### src/rtl/lfsr_prng_core.sv
// Fibonacci LFSR pseudorandom generator stepped by a one-cycle tick strobe, with seed load,
// start/stop control and zero-lockup recovery. Define LFSR_PERIOD_CHECK_EN for period_done.
module lfsr_prng_core #(
    parameter int unsigned      WIDTH = 8,
    parameter logic [WIDTH-1:0] TAPS  = 8'hB8,
    parameter logic [WIDTH-1:0] SEED  = 8'h01
) (
    input  logic             clk,
    input  logic             rst,
    input  logic             tick,
    input  logic             load,
    input  logic [WIDTH-1:0] seed_in,
    input  logic             start,
    input  logic             stop,
    output logic [WIDTH-1:0] rnd,
    output logic             valid,
    output logic             running,
    output logic             lockup_err,
    output logic             period_done
);

    typedef enum logic {StIdle, StRun} state_e;

    state_e           state_q, state_d;
    logic [WIDTH-1:0] rnd_q, rnd_d;
    logic [WIDTH-1:0] ref_q, ref_d;
    logic             lock_q, lock_d;
    logic             valid_q, valid_d;
    logic             do_step;
    logic             do_start;
    logic             fb;
    logic [WIDTH-1:0] step_val;

    // Priority load > stop > start > tick: each lower input acts only when all higher are low.
    assign do_start = !load && !stop && start;
    assign do_step  = !load && !stop && !start && tick && (state_q == StRun);

    assign fb       = ^(rnd_q & TAPS);
    // An all-zero state would lock the LFSR, so that step recovers to SEED instead.
    assign step_val = (rnd_q == '0) ? SEED : {rnd_q[WIDTH-2:0], fb};

    always_ff @(posedge clk or posedge rst) begin
        if (rst) begin
            state_q <= StIdle;
        end else begin
            state_q <= state_d;
        end
    end

    always_comb begin
        state_d = state_q;
        if (!load) begin
            if (stop) begin
                state_d = StIdle;
            end else if (start) begin
                state_d = StRun;
            end
        end
    end

    always_comb begin
        running = (state_q == StRun);
    end

    always_comb begin
        rnd_d   = rnd_q;
        ref_d   = ref_q;
        lock_d  = lock_q;
        valid_d = 1'b0;
        if (load) begin
            if (seed_in != '0) begin
                rnd_d  = seed_in;
                ref_d  = seed_in;
                lock_d = 1'b0;
            end else begin
                rnd_d  = SEED;
                ref_d  = SEED;
                lock_d = 1'b1;
            end
        end else if (do_start) begin
            ref_d = rnd_q;
        end else if (do_step) begin
            rnd_d   = step_val;
            valid_d = 1'b1;
            if (rnd_q == '0) begin
                lock_d = 1'b1;
            end
        end
    end

    always_ff @(posedge clk or posedge rst) begin
        if (rst) begin
            rnd_q   <= SEED;
            ref_q   <= SEED;
            lock_q  <= 1'b0;
            valid_q <= 1'b0;
        end else begin
            rnd_q   <= rnd_d;
            ref_q   <= ref_d;
            lock_q  <= lock_d;
            valid_q <= valid_d;
        end
    end

    assign rnd        = rnd_q;
    assign valid      = valid_q;
    assign lockup_err = lock_q;

`ifdef LFSR_PERIOD_CHECK_EN
    logic [WIDTH-1:0] cnt_q, cnt_d;
    logic             pd_q, pd_d;

    always_comb begin
        cnt_d = cnt_q;
        pd_d  = 1'b0;
        if (load || do_start) begin
            cnt_d = '0;
        end else if (do_step) begin
            if (step_val == ref_q) begin
                pd_d  = 1'b1;
                cnt_d = '0;
            end else begin
                cnt_d = cnt_q + 1'b1;
            end
        end
    end

    always_ff @(posedge clk or posedge rst) begin
        if (rst) begin
            cnt_q <= '0;
            pd_q  <= 1'b0;
        end else begin
            cnt_q <= cnt_d;
            pd_q  <= pd_d;
        end
    end

    assign period_done = pd_q;
`else
    assign period_done = 1'b0;
`endif

endmodule
### config.mk
export PLATFORM = sky130hd
export DESIGN_NAME = lfsr_prng_core
export DESIGN_NICKNAME = d
export VERILOG_FILES = /design/src/rtl/lfsr_prng_core.sv
export SDC_FILE = /design/constraint.sdc
export NUM_CORES = 1
export LEC_CHECK = 0
export BUFFER_PORTS_ARGS = -buffer_cell sky130_fd_sc_hd__buf_4
export CAP_MARGIN = 10
export CORE_MARGIN = 2
export CORE_UTILIZATION = 30
export DETAILED_ROUTE_END_ITERATION = 10
export PLACE_DENSITY_LB_ADDON = 0.25
export SLEW_MARGIN = 20
export SYNTH_ARGS = -nofsm -noshare
export SYNTH_HDL_FRONTEND = slang
export SYNTH_SLANG_ARGS = --single-unit
### constraint.sdc
create_clock -name clk -period 1.9 [get_ports clk]
set_input_delay 0.57 -clock clk [delete_from_list [all_inputs] [get_ports clk]]
set_output_delay 0.57 -clock clk [all_outputs]
set_load 0.005 [all_outputs]
==> flow_summary.toml <==
[yosys]
syn_inst = 62
avgSynthCellArea_sq_um = 10.1
synth_top_family_by_area = "compound AO/OA/AOI/OAI gates"
synth_area_leader_cell = "dfrtp_1"
synth-compound-area-share_pct = 20.4
ys_seq_elements = 11
synth_cell_types = 27
yosys.area_share.simple_pct = 14.8
synth.net_count = 77
synth-adder-area-share_pct = 2.00
synth-xor-area-share_pct = 3.80
synth_warnings = 0
synth_top_cells_by_area = "dfrtp_1, mux2i_1, a21oi_1"
synth.top_cell.area_share_pct = 40.0
ys_seq_area_share_pct = 44.2
synthesis.area_sq_um = 626
synthMuxAreaShare_pct = 8.00

[cts]
clkTransAtPathRegs_ps = 70
root_buffer = "clkbuf_4"
cts-resized-gates = 0
cts_buffers = 3
post_cts_buffers = 0
clock_sinks = 11
worstSkewPairLatency_ps = 260
cts_tree = "done"
h-tree-depth = 1
postCtsHoldBufs = 0
clock_path_buffers = 2

[routing]
dr.pass1.iters = 4
wl_mm = 1.52
antenna_left = 0
viasPerCell = 4.99
detail_route.iter0.violations = 11
wl_per_cell_um = 13.3
via_count = 569
drc_errors = 0

[timing]
period_needed_ps = 1520
relSlewSlack_pct = 63.3
setup_viol = 0
timing.fmax_mhz = 656
slew_violations = 0
final_hold_viol_count = 0
skew_ps = 1.56
worst_pin_slew_ps = 543
post-route-period-util_pct = 80.2
tns_ps = 0
rsz0062_at_grt = "no"

[grt]
grtUsageMet3_pct = 1.82
grt_overflow = 0
gr-usage-met1_pct = 17.2
grt_pass1_vias = 529
gr-usage-met2_pct = 22.9
grt_max_degree = 18
antenna_found_initial = 0
grt_pass1_wl_mm = 2.53
grtUsageTotal_pct = 13.7
grt_busiest_layer = "met2"

[job]
cap_violations = 0

[placed_design]
hpwl_mm = 1.17
gp_congestion = 0.771
port_buffers = 24

[floorplan]
coreArea_sq_um = 1960
dieArea_sq_um = 2470
initial_core_util_pct = 31.9
die_height_um = 49.7
pin_count = 26
rows = 16
die_width_um = 49.7

[final_layout]
layout-drive-gt1-share_pct = 36.8
utilization_pct = 43.5
seq_area_sq_um = 277
multiInputGateArea_sq_um = 310
area_growth_pct = 36.4
most-common-layout-cells = "buf_4, dfrtp_1, a21oi_1"
nets = 103
nFillCells = 198
final_common_cell = "buf_4"
num_antenna_cells = 0

[worst_setup_path]
crit_path_end_kind = "output pin"
arrival_ps = 950
crit_slowest_cell = "dfstp_2"
crit_type = "flop to output pin"
crit_family = "flip-flops"
critPathMaxStageDelay_ps = 570
cp-start-kind = "flop"
critPathBufInv = 1
worstPathRequired_ps = 1330
cp_max_fo = 5
cp_cell_sequence = "buf_4"
regToRegStartpoint = "rnd[5]$_DFFE_PP0P_"
crit_path_start = "rnd[0]$_DFFE_PP1P_"

[power_and_ir_drop]
ir_worst_vdd_v = 0.000277
power_density_nw_per_um2 = 683
power.leakage_uw = 0.000423

[outcome]
outcome = "finished clean"

[worst_hold_path]
hold_class = "primary input to async pin"
==> final timing paths <==
path                                          endpoint  slack, ps  cells after the start
worst min register to register  lockup_err$_DFFE_PP0P_        570                      2
worst min-delay path            lockup_err$_DFFE_PP0P_        310                      2
worst max register to register      rnd[6]$_DFFE_PP0P_        390                      5
max in group asynchronous           rnd[0]$_DFFE_PP1P_       1250                      2
min in group clk                   running$_DFFE_PP0P_        490                      2
worst max-delay path                            rnd[0]        380                      1
==> cells in the mapped netlist <==
cell type  instances
dfrtp_1           10
a21oi_1            6
inv_1              5
mux2i_1            5
nand2_1            5
o21ai_1            5
nor3_1             3
a2bb2oi_1          2
a31oi_1            2
o211ai_1           2
a2111oi_2          1
a211oi_2           1
and4bb_2           1
buf_1              1
buf_2              1
buf_4              1
clkbuf_1           1
conb_1             1
dfstp_2            1
ha_1               1
nand4bb_1          1
nor2_1             1
nor4_1             1
nor4b_1            1
or3_1              1
or4b_1             1
xor3_1             1
==> layout make-up <==
| type | count | area share [%] |
|---|---|---|
| Timing Repair Buffer | 25 | 22.0 |
| Tap cell | 27 | 3.96 |
| Inverter | 5 | 2.20 |
| Sequential cell | 11 | 32.4 |
| Multi-Input combinational cell | 42 | 36.4 |
| Clock buffer | 4 | 3.08 |
==> per-stage QoR <==
step                instance area, sq um  std cells  setup WS [ps]  power [uW]  hold WS, ps
floorplan                            626         62            488         357          422
global placement                     827        110            392         429          558
detailed placement                   827        110            387         430          548
CTS                                  853        114            363         592          317
global route                         853        114            237         634          337
finish                               853        114            376         583          310
==> power breakdown <==
part | internal (uW) | switching [uW] | leakage [uW]
registers | 257 | 26.1 | 0.000132
clock network | 81.1 | 77.5 | 0.0000150
logic | 82.7 | 58.0 | 0.000276
==> kinds of logic after synthesis <==
kind of cell | count (synthesis)
compound gates | 19
xor+xnor | 1
fa+ha+maj | 1
buf+inv | 9
flops | 11
mux | 5
other cells | 1
simple gates | 15
==> per-layer routing <==
layer  vias to the layer above  share of wire (%)
met3                         4                3.8
met2                        18                 49
met4                         0                1.9
met5                         -                  0
met1                       271                 45
li1                        276                  -
==> flip-flops by register name (all words and copies together) (netlist names) <==
register,cells
rnd,8
lockup_err,1
running,1
valid,1
No activity file was read; power rests on OpenSTA's default activity.
